<file path="src/rtl/ps2_host_rx.sv">
// PS/2 host receiver: conditions ps2_clk/ps2_data, deserialises 11-bit frames,
// folds E0/F0 prefixes into flags and queues key events in a show-ahead FIFO.
// The break flag port is named 'released' because 'release' is a reserved word.
`timescale 1ns/1ps
module ps2_host_rx #(
  parameter int FILTER_LEN     = 8,
  parameter int TIMEOUT_CYCLES = 4096,
  parameter int FIFO_AW        = 2
) (
  input  logic       clk_sys,
  input  logic       reset_n,
  input  logic       ps2_clk,
  input  logic       ps2_data,
  input  logic       rd,
  output logic       valid,
  output logic [7:0] code,
  output logic       ext,
  output logic       released,
  output logic       parity_err,
  output logic       frame_err,
  output logic       overflow,
  output logic       rx_active
);

  localparam int DEPTH = 2 ** FIFO_AW;
  localparam int CW    = FIFO_AW + 1;
  localparam int FCW   = $clog2(FILTER_LEN) + 1;
  localparam int TCW   = $clog2(TIMEOUT_CYCLES) + 1;
  localparam logic [7:0] PFX_EXT = 8'hE0;
  localparam logic [7:0] PFX_BRK = 8'hF0;

  typedef enum logic [1:0] {IDLE, DATA, PARITY, STOP} state_t;

  function automatic logic parity_ok(input logic [7:0] b, input logic p);
    return ^{b, p};
  endfunction

  // Stage p0/p1: two-flop synchronisers
  logic ps2_clk_p0, ps2_clk_p1, ps2_data_p0, ps2_data_p1;

  always_ff @(posedge clk_sys) begin
    if (!reset_n) begin
      ps2_clk_p0  <= 1'b1;
      ps2_clk_p1  <= 1'b1;
      ps2_data_p0 <= 1'b1;
      ps2_data_p1 <= 1'b1;
    end else begin
      ps2_clk_p0  <= ps2_clk;
      ps2_clk_p1  <= ps2_clk_p0;
      ps2_data_p0 <= ps2_data;
      ps2_data_p1 <= ps2_data_p0;
    end
  end

  // Glitch filter on the synchronised clock
  logic           filt, filt_d, fall;
  logic [FCW-1:0] flt_cnt;

  always_ff @(posedge clk_sys) begin
    if (!reset_n) begin
      filt    <= 1'b1;
      filt_d  <= 1'b1;
      flt_cnt <= '0;
    end else begin
      filt_d <= filt;
      if (ps2_clk_p1 != filt) begin
        if (flt_cnt == FCW'(FILTER_LEN - 1)) begin
          filt    <= ~filt;
          flt_cnt <= '0;
        end else begin
          flt_cnt <= flt_cnt + FCW'(1);
        end
      end else begin
        flt_cnt <= '0;
      end
    end
  end

  assign fall = filt_d & ~filt;

  // Frame FSM
  state_t         state, state_nx;
  logic [2:0]     bit_cnt, bit_cnt_nx;
  logic [7:0]     shreg, shreg_nx;
  logic           par_bit, par_nx;
  logic           deliver_nx, perr_nx, ferr_nx;
  logic [TCW-1:0] tcnt;
  logic           timeout;

  assign timeout   = (state != IDLE) && !fall && (tcnt == TCW'(TIMEOUT_CYCLES - 1));
  assign rx_active = (state != IDLE);

  always_comb begin
    state_nx   = state;
    bit_cnt_nx = bit_cnt;
    shreg_nx   = shreg;
    par_nx     = par_bit;
    deliver_nx = 1'b0;
    perr_nx    = 1'b0;
    ferr_nx    = 1'b0;
    if (timeout) begin
      state_nx = IDLE;
      ferr_nx  = 1'b1;
    end else if (fall) begin
      case (state)
        IDLE: begin
          if (!ps2_data_p1) begin
            state_nx   = DATA;
            bit_cnt_nx = 3'd0;
          end
        end
        DATA: begin
          shreg_nx[bit_cnt] = ps2_data_p1;
          if (bit_cnt == 3'd7) state_nx = PARITY;
          else bit_cnt_nx = bit_cnt + 3'd1;
        end
        PARITY: begin
          par_nx   = ps2_data_p1;
          state_nx = STOP;
        end
        STOP: begin
          state_nx = IDLE;
          if (!ps2_data_p1) ferr_nx = 1'b1;
          else if (!parity_ok(shreg, par_bit)) perr_nx = 1'b1;
          else deliver_nx = 1'b1;
        end
        default: state_nx = IDLE;
      endcase
    end
  end

  logic [7:0] rx_byte_p2;
  logic       vld_p2;

  always_ff @(posedge clk_sys) begin
    if (!reset_n) begin
      state      <= IDLE;
      bit_cnt    <= 3'd0;
      tcnt       <= '0;
      parity_err <= 1'b0;
      frame_err  <= 1'b0;
      vld_p2     <= 1'b0;
    end else begin
      state      <= state_nx;
      bit_cnt    <= bit_cnt_nx;
      parity_err <= perr_nx;
      frame_err  <= ferr_nx;
      vld_p2     <= deliver_nx;
      if (state == IDLE || fall) tcnt <= '0;
      else tcnt <= tcnt + TCW'(1);
    end
  end

  always_ff @(posedge clk_sys) begin
    shreg   <= shreg_nx;
    par_bit <= par_nx;
    if (deliver_nx) rx_byte_p2 <= shreg;
  end

  // Stage p2: prefix folding and event FIFO
  logic [9:0]         mem [DEPTH];
  logic [FIFO_AW-1:0] wr_ptr, rd_ptr;
  logic [CW-1:0]      count, count_nx;
  logic               ext_pend, rel_pend;
  logic               is_prefix, push, pop, full, push_ok;
  logic [9:0]         head;

  assign is_prefix = (rx_byte_p2 == PFX_EXT) || (rx_byte_p2 == PFX_BRK);
  assign push      = vld_p2 && !is_prefix;
  assign valid     = (count != '0);
  assign pop       = rd && valid;
  assign full      = (count == CW'(DEPTH));
  assign push_ok   = push && (!full || pop);

  always_comb begin
    count_nx = count;
    case ({push_ok, pop})
      2'b10:   count_nx = count + CW'(1);
      2'b01:   count_nx = count - CW'(1);
      default: count_nx = count;
    endcase
  end

  always_ff @(posedge clk_sys) begin
    if (!reset_n) begin
      ext_pend <= 1'b0;
      rel_pend <= 1'b0;
      wr_ptr   <= '0;
      rd_ptr   <= '0;
      count    <= '0;
      overflow <= 1'b0;
    end else begin
      overflow <= push && full && !pop;
      count    <= count_nx;
      if (push_ok) wr_ptr <= wr_ptr + FIFO_AW'(1);
      if (pop) rd_ptr <= rd_ptr + FIFO_AW'(1);
      if (parity_err || frame_err) begin
        ext_pend <= 1'b0;
        rel_pend <= 1'b0;
      end else if (vld_p2) begin
        if (rx_byte_p2 == PFX_EXT) ext_pend <= 1'b1;
        else if (rx_byte_p2 == PFX_BRK) rel_pend <= 1'b1;
        else begin
          ext_pend <= 1'b0;
          rel_pend <= 1'b0;
        end
      end
    end
  end

  always_ff @(posedge clk_sys) begin
    if (push_ok) mem[wr_ptr] <= {ext_pend, rel_pend, rx_byte_p2};
  end

  // Head fields read as zero while the queue is empty
  assign head     = mem[rd_ptr];
  assign code     = valid ? head[7:0] : 8'h00;
  assign ext      = valid & head[9];
  assign released = valid & head[8];

endmodule

</file>
<file path="config.mk">
export PLATFORM = sky130hd
export DESIGN_NAME = ps2_host_rx
export DESIGN_NICKNAME = d
export VERILOG_FILES = /design/src/rtl/ps2_host_rx.sv
export SDC_FILE = /design/constraint.sdc
export NUM_CORES = 1
export LEC_CHECK = 0
export ABC_AREA = 0
export BUFFER_PORTS_ARGS = -buffer_cell sky130_fd_sc_hd__buf_2
export CAP_MARGIN = 15
export CORE_MARGIN = 5
export CORE_UTILIZATION = 60
export CTS_CLUSTER_DIAMETER = 100
export CTS_CLUSTER_SIZE = 8
export DETAILED_ROUTE_END_ITERATION = 6
export PLACE_DENSITY = 0.83
export RECOVER_POWER = 25
export SYNTH_ARGS = -nofsm -noshare
export SYNTH_HDL_FRONTEND = slang
export SYNTH_SLANG_ARGS = --single-unit
</file>
<file path="constraint.sdc">
create_clock -name clk_sys -period 2.7 [get_ports clk_sys]
set_clock_uncertainty 0.2 [all_clocks]
set_input_delay 0.27 -clock clk_sys [delete_from_list [all_inputs] [get_ports clk_sys]]
set_output_delay 0.27 -clock clk_sys [all_outputs]
set_load 0.005 [all_outputs]
</file>
After elaboration in Yosys (flattened, before gate mapping)
Memory sizes are Yosys's and may differ from the RTL's. A register that Yosys moved wholly into a read port is not among the register bits.
Cells that the tools add are included.
{"block": "op_classes", "add_sub_neg": 7, "order_cmp": 2, "eq_ne": 16, "mux": 28, "bitwise": 11, "reduce_logical": 34}
{"operator": "8-bit == test (second input constant)", "n": 2}
{"operator": "1-bit 2-to-1 mux", "n": 16}
{"operator": "13-bit by 1-bit adder with 13-bit output (second input constant)", "n": 1}
{"operator": "13-bit by 12-bit == test with 1-bit output (second input constant)", "n": 1}
{"operator": "3-bit one-hot mux with 2 select lines", "n": 2}
{"operator": "3-bit AND reduction", "n": 3}
{"operator": "9-bit parity", "n": 1}
{"operator": "8-bit bitwise mux", "n": 1}
{"operator": "1-bit logical AND", "n": 8}
{"operator": "2-bit 2-to-1 mux", "n": 4}
{"operator": "8-bit 2-to-1 mux", "n": 1}
{"operator": "2-bit != test (second input constant)", "n": 4}
{"operator": "1-bit inverter", "n": 8}
{"operator": "2-bit one-hot mux with 4 select lines", "n": 1}
{"operator": "3-bit by 1-bit adder with 3-bit output (second input constant)", "n": 2}
{"operator": "2-bit == test (second input constant)", "n": 3}
{"operator": "3-bit == test (second input constant)", "n": 2}
{"operator": "3-bit 2-to-1 mux", "n": 2}
{"operator": "2-bit AND reduction", "n": 3}
{"operator": "2-bit nonzero test", "n": 3}
{"operator": "2-bit OR reduction", "n": 3}
{"operator": "5-bit AND reduction", "n": 1}
{"operator": "5-bit OR reduction", "n": 1}
{"operator": "2-bit by 1-bit adder with 2-bit output (second input constant)", "n": 2}
{"operator": "14 further kinds", "n": 23}
{"block": "word_totals", "reg_bits": 58, "ramBits": 40, "input_bits": 5, "out_inout_bits": 15, "wordCells": 121, "mem_count": 1}
{"name": "mem", "words": 4, "word_bits": 10, "rd": 1, "rd_clocked_by_memory_dff": 1, "wr": 1, "line": "161", "rtl": "logic [9:0] mem [DEPTH];"}

Logic depth before layout (Yosys ltp)
Gate-level depths: netlist of the first run.
{"block": "logic_depth", "word_depth": 7, "depth_mapped": 10, "mapped_depth_nobuf": 8}

Worst setup path after synthesis of the first run
Ideal clock, no wire load.
{"block": "synth_timing", "kind": "register -> register", "from": "reg rx_byte_p2[7]", "to": "reg count[2]", "setup_time_ns": 0.123, "arrival_ns": 1.958, "required_ns": 2.377, "path_slack_ns": 0.419, "stages_incl_launch_ff": 10, "path_buffers": 1, "period_less_slack_ns": 2.281, "cell_sequence": "edfxtp_1 -> and4b_1 -> a21oi_1 -> clkbuf_1 -> nor2_1 -> fa_1 -> nand4_1 -> nand2_1 -> a41oi_1 -> nand3_1"}
{"block": "synth_via", "elab_chain_cells": 7, "elab_cells_between_ends": 10, "cone_classes": "eq/ne: 4; mux: 1; reduce/logical: 5"}
{"item": "start, declared", "line": "132", "rtl": "logic [7:0] rx_byte_p2;"}
{"item": "start signal, assigned", "line": "157", "rtl": "if (deliver_nx) rx_byte_p2 <= shreg;"}
{"item": "8-bit == test", "line": "168", "rtl": "assign is_prefix = (rx_byte_p2 == PFX_EXT) || (rx_byte_p2 == PFX_BRK);"}
{"item": "1-bit logical OR (*)", "line": "168"}
{"item": "1-bit zero test (*)", "line": "169", "rtl": "assign push = vld_p2 && !is_prefix;"}
{"item": "1-bit logical AND (*)", "line": "169"}
{"item": "1-bit logical AND (*)", "line": "173", "rtl": "assign push_ok = push && (!full || pop);"}
{"item": "2-bit by 1-bit == test with 1-bit output or 2-bit == test (tied branches)", "line": "177", "rtl": "case ({push_ok, pop})"}
{"item": "3-bit one-hot mux with 2 select lines or 2-bit nonzero test (tied branches)"}
{"item": "end signal, assigned", "line": "194", "rtl": "count <= count_nx;"}
{"item": "end, declared", "line": "163", "rtl": "logic [CW-1:0] count, count_nx;"}
Every way passes the cells marked *; elsewhere a longest branch is shown, timed or not.
A chain may end at the register's enable or synchronous reset.

Worst setup path after layout of the first run
{"block": "layout_timing", "from": "reg count[0]", "to": "reg count[2]"}
{"block": "layout_via", "elab_chain_cells": 6, "elab_cells_between_ends": 12, "cone_classes": "add/sub: 2; eq/ne: 3; mux: 1; reduce/logical: 6"}
{"item": "3-bit == test or 3-bit nonzero test (tied branches)", "line": "172, 170"}
{"item": "1-bit zero test or 1-bit logical AND (tied branches)", "line": "173, 171"}
{"item": "1-bit logical OR", "line": "173"}
{"item": "1-bit logical AND", "line": "173"}
{"item": "2-bit by 1-bit == test with 1-bit output or 2-bit == test (tied branches)", "line": "177"}
{"item": "3-bit one-hot mux with 2 select lines or 2-bit nonzero test (tied branches)"}
Parallel ways exist; a longest one is shown, timed or not.

==> impl_metrics.py, run 1 <==
metrics = {
    "outcome": {
        "status": "complete, no violations",
    },
    "synth": {
        "syn_area_per_cell_sq_um": 13.0,
        "netlist.top_cell.by_area": "edfxtp_1",
        "synth-main-ff-cell": "edfxtp_1",
        "netlist_instances": 322,
        "synth_cell_types": 47,
        "synth_edf_count": 57,
        "ys_ff_latch": 100,
        "async_flop_share": 0,
        "synthTopCellsByCount": "edfxtp_1, dfxtp_1, nor2_1",
        "synth_most_common_cell": "edfxtp_1",
        "syn-num-nets": 340,
        "ys_seq_area_frac": 0.614,
        "synth_top_area_share": 0.409,
        "ys_warn_count": 0,
        "synthTopCellsByArea": "edfxtp_1, dfxtp_1, mux4_2",
        "syn_area_sq_um": 4190,
    },
    "layout": {
        "nFillCells": 493,
        "postLayoutCoreUtil": 0.674,
        "layout-drive-gt1-share": 0.147,
        "final_cell_count_no_fill": 443,
        "nets": 360,
        "diodes": 0,
        "syn_to_final_growth_pct": 9.29,
    },
    "power_and_ir_drop": {
        "internal-power_mw": 1.97,
        "swShare": 0.223,
        "pwr-share-comb": 0.009,
        "power.density_nw_per_um2": 553,
        "leakagePower_nw": 1.62,
        "seq_power_share": 0.631,
        "pwr-share-clk": 0.360,
        "p_sw_mw": 0.566,
        "ir_drop_v": 0.000333,
        "totalPowerFinal_mw": 2.53,
    },
    "detailed_routing": {
        "routed_wl_mm": 6.32,
        "drc": 0,
        "ant_nets": 0,
        "drtPass1Iterations": 4,
        "viasPerCell": 5.32,
        "drtIter0Drc": 107,
        "vias": 2358,
        "post_drt_wl_per_cell_um": 14.3,
    },
    "critical_path": {
        "critPathKind": "register to register",
        "end_kind": "register",
        "rrSetupSlack_ps": 350,
        "crit_fanout": 10,
        "crit_buf_inv": 0,
        "r2r_cells": 8,
        "slowest_stage": "fa_1",
        "critPathArrivalTime_ps": 2390,
        "cp.required_ps": 2740,
        "start_kind": "register",
        "r2r-start": "count[0]",
        "slowest_delay_ps": 450,
        "path_delay_family": "simple AND/OR/NAND/NOR gates",
        "worstReg2RegEnd": "count[2]",
        "path_cells": "nor3_1, nand2b_1, nor2_1, fa_1, nand4_1, nand2_1, a41oi_1, nand3_1",
    },
    "cts": {
        "clock_path_buffers": 2,
        "clockRootBuffer": "clkbuf_8",
        "clkLatencyLatePin_ps": 360,
        "cts_made_buffers": 9,
        "clock_sinks": 100,
        "postCtsSetupBuffers": 0,
        "h-tree-depth": 3,
        "ctsResizeCount": 0,
        "clkTransAtPathRegs_ps": 90,
        "cts_tree": "yes",
    },
    "timing": {
        "fmax_ghz": 0.426,
        "maxSlewViolCount": 0,
        "final_hold_viol_count": 0,
        "setup_tns_ps": 0,
        "whs_ps": 104,
        "max-slew-margin-rel": 0.0720,
        "min_period_ps": 2350,
        "tightestPinTransition_ps": 1390,
        "finalSetupViolations": 0,
        "final.period_utilization": 0.869,
        "rsz0062_at_grt": "false",
    },
    "placed_design": {
        "port-buffer-count": 19,
        "dp.cells": 425,
        "dpl.hpwl_mm": 4.36,
        "routabilityCongestion": 0.769,
    },
    "grt": {
        "gr-usage-all-layers": 0.160,
        "grt_pass1_wl_mm": 10.8,
        "grt-ovfl-total": 0,
        "grt_max_degree": 39,
        "first_global_vias": 2346,
        "antenna_found_initial": 0,
    },
    "floorplanning": {
        "start_util": 0.616,
        "rows": 30,
        "io_pins": 20,
        "fp.coreArea_sq_um": 6790,
        "dieArea_sq_um": 8750,
        "die_h_um": 93.5,
        "die-width_um": 93.5,
    },
    "hold_path": {
        "hold_path_end": "count[0]",
        "hold_depth": 3,
        "hp-start": "rd",
        "hold_path_class": "input port to register",
    },
    "flow_run": {
        "drv_cap": 0,
    },
}
==> layout by cell type, fill, tap and decap left out, types with 2 or more instances in the layout <==
cell type,count
edfxtp_1,57
dfxtp_1,43
nor2_1,27
buf_2,18
nand2_1,17
nor2b_1,12
xnor2_1,12
ha_1,12
and2_1,11
xor2_1,11
inv_1,10
mux4_2,10
nand3_1,10
nand4_1,10
nand2b_1,9
clkbuf_8,9
and3_1,8
nor3_1,6
a21oi_1,4
nand4b_1,4
a21boi_1,3
mux2i_1,3
clkinv_4,3
buf_4,3
nand3b_1,2
or4b_1,2
o2111ai_1,2
or2_1,2
inv_8,2
dlygate4sd3_1,2
==> timing repair <==
| item | CTS | global route |
|---|---|---|
| hold endpoints to repair | 2 | 0 |
| hold buffers | 2 | 0 |
| setup endpoints to repair | 0 | 0 |
==> logic make-up after synthesis <==
group / share of synthesized area
simple gates: 0.175
flops: 0.614
buf+inv: 0.0245
xor+xnor: 0.0535
compound gates: 0.0308
mux: 0.0610
fa+ha+maj: 0.0406
==> metrics by stage <==
step	area, sq um	setup WS (ps)
floorplan	4190	419
global placement	4360	538
detailed placement	4360	420
CTS	4580	379
global route	4580	182
finish	4580	354
==> worst min-delay path, stage by stage <==
cell     delay, ps
buf_2          160
nand4_1        100
nand4_1         90
==> flip-flops by register name, indices dropped and copies added (netlist names), 2 cells and up, named ones only <==
register / flops
rd_ptr: 2
flt_cnt: 4
rx_byte_p2: 8
tcnt: 13
count: 3
state: 2
bit_cnt: 3
shreg: 8
mem: 40
wr_ptr: 2
==> cell type report <==
type | count | area (sq um) | area share
flip-flops and latches | 100 | 2570 | 0.562
multi-input cells | 197 | 1510 | 0.331
repair buffers | 24 | 136 | 0.0298
clock buffers | 9 | 124 | 0.0271
well taps | 96 | 120 | 0.0262
clock inverters | 7 | 73.8 | 0.0161
inverters | 10 | 37.5 | 0.00820
==> power by group through the flow <==
stage	combinational (mW)	clock, mW	sequential (mW)
after floorplan	0.0151	0	1.63
after global placement	0.0192	0	1.63
after detailed placement	0.0202	0	1.63
after CTS	0.0223	0.933	1.60
after global routing	0.0251	1.00	1.60
final	0.0224	0.913	1.60
==> layer usage <==
layer / track usage / part of all wire
met1: 0.202 / 0.45
met2: 0.264 / 0.51
met3: 0.0418 / 0.031
met4: 0.0590 / 0.016
met5: 0 / 0
==> worst max path at each step <==
stage | endpoint | slack [ps] | startpoint | depth (start not counted)
3_5_place_dp | count[2] | 420 | count[0] | 8
6_report | count[2] | 350 | count[0] | 8
5_1_grt | count[2] | 180 | count[0] | 8
2_1_floorplan | count[2] | 420 | rx_byte_p2[7] | 9
3_3_place_gp | count[2] | 540 | count[0] | 8
4_1_cts | count[2] | 380 | count[0] | 8
Power figures use the tool's default switching activity.
==> run 2, diff against run 1 <==
RECOVER_POWER = 100   (was 25)
clock period = 2.8 ns   (was 2.7 ns; I/O delays follow)
==> impl_metrics.py, run 2 (synthesized netlist as in run 1, its figures left out) <==
metrics = {
    "outcome": {
        "status": "complete, no violations",
    },
    "grt": {
        "grt-ovfl-total": 0,
        "first_global_vias": 2320,
        "grt_pass1_wl_mm": 11.0,
        "gr-usage-all-layers": 0.165,
        "grt_max_degree": 39,
        "antenna_found_initial": 0,
    },
    "timing": {
        "finalSetupViolations": 0,
        "final_hold_viol_count": 0,
        "tightestPinTransition_ps": 1330,
        "final.period_utilization": 0.848,
        "setup_tns_ps": 0,
        "max-slew-margin-rel": 0.114,
        "fmax_ghz": 0.421,
        "maxSlewViolCount": 0,
        "min_period_ps": 2370,
        "rsz0062_at_grt": "false",
        "whs_ps": 128,
    },
    "critical_path": {
        "end_kind": "register",
        "critPathArrivalTime_ps": 2180,
        "crit_fanout": 10,
        "worstReg2RegEnd": "mem[1][8]",
        "rrSetupSlack_ps": 430,
        "path_cells": "and4b_1, a211oi_4, and2_0",
        "r2r_cells": 3,
        "slowest_delay_ps": 680,
        "start_kind": "register",
        "slowest_stage": "and2_0",
        "r2r-start": "rx_byte_p2[7]",
        "critPathKind": "register to register",
        "cp.required_ps": 2600,
    },
    "layout": {
        "nFillCells": 494,
        "nets": 360,
        "syn_to_final_growth_pct": 8.87,
        "final_common_cell": "edfxtp_1",
        "final_area_sq_um": 4560,
        "top_regs": "mem (40), tcnt (13)",
        "layout-drive-gt1-share": 0.118,
        "diodes": 0,
        "top_register": "mem",
        "largest_reg_flops": 40,
        "layout_common_cells": "edfxtp_1, dfxtp_1, nor2_1, nand2_1",
    },
    "cts": {
        "cts_made_buffers": 9,
        "clkTransAtPathRegs_ps": 100,
        "h-tree-depth": 3,
        "clockRootBuffer": "clkbuf_8",
        "clkLatencyLatePin_ps": 360,
        "postCtsSetupBuffers": 0,
        "clock_path_buffers": 2,
        "cts_tree": "yes",
        "clock_sinks": 100,
    },
    "detailed_routing": {
        "post_drt_wl_per_cell_um": 14.6,
        "drtIter0Drc": 137,
        "viasPerCell": 5.46,
        "ant_nets": 0,
        "drtPass1Iterations": 4,
        "drc": 0,
        "routed_wl_mm": 6.48,
        "vias": 2418,
    },
    "power_and_ir_drop": {
        "pwr-share-comb": 0.009,
        "leakagePower_nw": 1.56,
        "swShare": 0.224,
        "seq_power_share": 0.629,
        "internal-power_mw": 1.90,
        "power.density_nw_per_um2": 537,
        "ir_drop_v": 0.000331,
        "p_sw_mw": 0.549,
        "pwr-share-clk": 0.362,
    },
    "placed_design": {
        "dpl.hpwl_mm": 4.42,
        "dpl_cell_area_sq_um": 4360,
        "port-buffer-count": 19,
        "routabilityCongestion": 0.771,
    },
    "hold_path": {
        "hold_depth": 3,
        "hp-start": "rd",
        "hold_path_end": "count[1]",
        "hold_path_class": "input port to register",
    },
    "floorplanning": {
        "die-width_um": 93.5,
        "dieArea_sq_um": 8750,
        "io_pins": 20,
        "fp.coreArea_sq_um": 6790,
        "start_util": 0.616,
        "die_h_um": 93.5,
        "rows": 30,
    },
    "flow_run": {
        "drv_cap": 0,
    },
}
[run 2: changes by cell type in the layout (fill, tap and decap cells not counted), sizes merged]
cell    change
buf        -15
clkinv      -1
inv         +1
clkbuf     +15
[run 2: worst max-delay path, delay by kind of cell, from the launching register on]
family,cells,cell delay (ps)
flops,1,460
simple gates,2,970
compound gates,1,390
[run 2: area by class of cell]
type / instances / area (sq um) / area share
inverters: 10 / 37.5 / 0.00823
multi-input cells: 197 / 1510 / 0.332
clock buffers: 9 / 124 / 0.0272
flip-flops and latches: 100 / 2570 / 0.564
repair buffers: 24 / 119 / 0.0261
well taps: 96 / 120 / 0.0263
clock inverters: 7 / 73.8 / 0.0162
[run 2: worst max-delay path by stage]
stage,slack [ps],endpoint,startpoint,depth (start not counted)
floorplan,520,count[2],rx_byte_p2[7],9
global placement,650,rx_byte_p2[1],shreg[1],4
detailed placement,500,count[2],count[0],8
CTS,470,count[2],count[0],8
global route,260,mem[1][9],rx_byte_p2[7],3
finish,430,mem[1][8],rx_byte_p2[7],3
[run 2: through the flow]
step / std cells / utilization / power, mW / worst slack [ps]
6_report: 443 / 0.671 / 2.45 / 426
5_1_grt: 443 / 0.671 / 2.54 / 261
4_1_cts: 443 / 0.674 / 2.47 / 473
3_5_place_dp: 425 / 0.642 / 1.59 / 504
3_3_place_gp: 425 / 0.642 / 1.59 / 649
2_1_floorplan: 322 / - / 1.59 / 519
[run 2: repair_timing]
action                    in CTS  in global routing
hold endpoints to repair       2                  0
resized for setup              0                  0
hold buffers                   2                  0
[run 2: per-layer routing]
metal | vias up | part of all wire | global-route usage
met2 | 46 | 0.50 | 0.272
met1 | 1167 | 0.44 | 0.207
met4 | 0 | 0.017 | 0.0686
met3 | 11 | 0.042 | 0.0418
met5 | - | 0 | 0
li1 | 1194 | - | -
[run 2: power groups by stage]
stage | clock (mW) | sequential, mW | combinational (mW)
6_report | 0.886 | 1.54 | 0.0211
2_1_floorplan | 0 | 1.57 | 0.0146
3_5_place_dp | 0 | 1.57 | 0.0191
4_1_cts | 0.905 | 1.54 | 0.0212
3_3_place_gp | 0 | 1.57 | 0.0185
5_1_grt | 0.974 | 1.54 | 0.0232
==> run 3, diff against run 2 <==
ABC_AREA = 1   (was 0)
clock period = 2.3 ns   (was 2.8 ns; I/O delays follow)
==> impl_metrics.py, run 3 <==
metrics = {
    "floorplanning": {
        "start_util": 0.616,
        "dieArea_sq_um": 8700,
        "rows": 30,
        "die_h_um": 93.3,
        "fp.coreArea_sq_um": 6760,
        "io_pins": 20,
        "die-width_um": 93.3,
    },
    "critical_path": {
        "start_kind": "register",
        "cp.required_ps": 1870,
        "critPathKind": "register to output port",
        "end_kind": "output port",
        "r2r-start": "rx_byte_p2[3]",
        "path_delay_family": "buffers and inverters",
        "crit_buf_inv": 2,
        "rrSetupSlack_ps": 200,
        "critPathArrivalTime_ps": 1770,
        "crit_path_start": "count[0]",
        "crit_end": "code[5]",
        "slowest_stage": "dfxtp_1",
        "path_cells": "nor2_1, nand2_1, clkinv_1, a21oi_1, buf_2",
        "worstReg2RegEnd": "count[1]",
        "slowest_delay_ps": 430,
        "cp.depth": 5,
        "crit_fanout": 10,
        "r2r_cells": 9,
    },
    "power_and_ir_drop": {
        "power.density_nw_per_um2": 681,
        "internal-power_mw": 2.51,
        "totalPowerFinal_mw": 3.14,
        "leakagePower_nw": 1.72,
        "p_sw_mw": 0.625,
        "pwr-share-comb": 0.008,
        "ir_drop_v": 0.000324,
        "swShare": 0.199,
        "seq_power_share": 0.597,
        "pwr-share-clk": 0.395,
    },
    "timing": {
        "fmax_ghz": 0.456,
        "final_hold_viol_count": 0,
        "fin_ws_ps": 105,
        "min_period_ps": 2200,
        "final.period_utilization": 0.954,
        "tightestPinTransition_ps": 548,
        "rsz0062_at_grt": "false",
        "setup_tns_ps": 0,
        "maxSlewViolCount": 0,
        "finalSetupViolations": 0,
        "max-slew-margin-rel": 0.635,
        "whs_ps": 16.0,
    },
    "grt": {
        "antenna_found_initial": 0,
        "first_global_vias": 2812,
        "grt_max_degree": 21,
        "grt-ovfl-total": 0,
        "gr-usage-all-layers": 0.182,
        "grt_pass1_wl_mm": 12.4,
    },
    "synth": {
        "netlist.top_cell.by_area": "edfxtp_1",
        "synth-main-ff-cell": "edfxtp_1",
        "synthTopCellsByCount": "nor2_1, edfxtp_1, nand2_1",
        "ys_seq_area_frac": 0.618,
        "ys_warn_count": 0,
        "ys_ff_latch": 100,
        "synth_top_area_share": 0.411,
        "synth_edf_count": 57,
        "netlist_instances": 410,
        "async_flop_share": 0,
        "syn_area_per_cell_sq_um": 10.1,
        "syn_area_sq_um": 4160,
        "synthTopCellsByArea": "edfxtp_1, dfxtp_1, nor2_1",
        "syn-num-nets": 428,
        "synth_cell_types": 38,
        "synth_most_common_cell": "nor2_1",
    },
    "layout": {
        "diodes": 0,
        "largest_reg_flops": 40,
        "final_common_cell": "nor2_1",
        "nFillCells": 501,
        "final_area_sq_um": 4610,
        "layout_common_cells": "nor2_1, edfxtp_1, nand2_1, dfxtp_1, a21oi_1",
        "top_register": "mem",
        "nets": 465,
        "layout-drive-gt1-share": 0.122,
        "syn_to_final_growth_pct": 10.9,
        "final_cell_count_no_fill": 532,
        "postLayoutCoreUtil": 0.683,
        "top_regs": "mem (40), tcnt (13)",
    },
    "cts": {
        "cts_made_buffers": 9,
        "cts_tree": "yes",
        "clock_path_buffers": 2,
        "clkTransAtPathRegs_ps": 90,
        "h-tree-depth": 3,
        "clockRootBuffer": "clkbuf_8",
        "clkLatencyLatePin_ps": 360,
        "clock_sinks": 100,
    },
    "placed_design": {
        "port-buffer-count": 19,
        "dpl.hpwl_mm": 5.01,
        "routabilityCongestion": 0.781,
        "place_ws_ps": 194,
        "dp.cells": 510,
        "dpl_cell_area_sq_um": 4390,
    },
    "detailed_routing": {
        "post_drt_wl_per_cell_um": 13.7,
        "ant_nets": 0,
        "drtIter0Drc": 157,
        "drtPass1Iterations": 4,
        "vias": 2796,
        "routed_wl_mm": 7.27,
        "drc": 0,
        "viasPerCell": 5.26,
    },
    "flow_run": {
        "drv_cap": 0,
    },
    "outcome": {
        "status": "complete, no violations",
    },
    "hold_path": {
        "hold_path_class": "input port to register",
    },
}
run 3: final cells by class:
class	count	area (sq um)	area share
tap	80	100	0.0217
sequential	100	2570	0.558
multi-input combinational	263	1380	0.299
clock buffer	9	124	0.0269
timing repair inverter	1	7.51	0.00163
timing repair buffer	32	169	0.0366
clock inverter	7	106	0.0231
inverter	40	154	0.0334
run 3: worst register-to-register path, cell delays in order, from the launching register on:
cell and delay, ps:
edfxtp_1 450, nor2_1 180, and2_0 230, o21ai_2 110, nand2_2 90, nand2_2 70
inv_1 80, fa_1 420, nand2_1 90, a21oi_1 60
run 3: metal layers:
metal	part of all wire	track usage
met1	0.44	0.218
met2	0.51	0.327
met3	0.036	0.0282
met4	0.012	0.0720
met5	0	0
run 3: worst min path at each step:
stage,startpoint,end,slack [ps],cells past startpoint
2_1_floorplan,ps2_clk,ps2_clk_p0,140,1
3_3_place_gp,ps2_clk_p0,ps2_clk_p1,200,1
3_5_place_dp,ps2_data_p0,ps2_data_p1,200,1
4_1_cts,rd,overflow,7,4
5_1_grt,rd,overflow,50,4
6_report,rd,overflow,20,4
run 3: cell families (layout without fill, tap and decap cells):
logic type / Yosys count / count (layout) / share of synthesized area
AO/OA/AOI/OAI: 70 / 70 / 0.0920
AND/OR/NAND/NOR: 173 / 173 / 0.191
buffers and inverters: 47 / 89 / 0.0430
flip-flops: 100 / 100 / 0.618
XOR/XNOR: 7 / 7 / 0.0147
adder cells (fa/ha/maj): 13 / 13 / 0.0409
run 3: power by group through the flow:
stage	Clock (mW)	Sequential (mW)	Combinational, mW
after floorplan	0	1.92	0.0117
after global placement	0	1.92	0.0218
after detailed placement	0	1.92	0.0223
after CTS	1.26	1.87	0.0262
after global routing	1.33	1.87	0.0288
final	1.24	1.87	0.0255
run 3: what timing repair did:
item	in CTS	in global routing
setup endpoints to repair	0	9
setup buffers	0	2
hold buffers	3	0
hold endpoints to repair	3	0
resized for setup	0	4
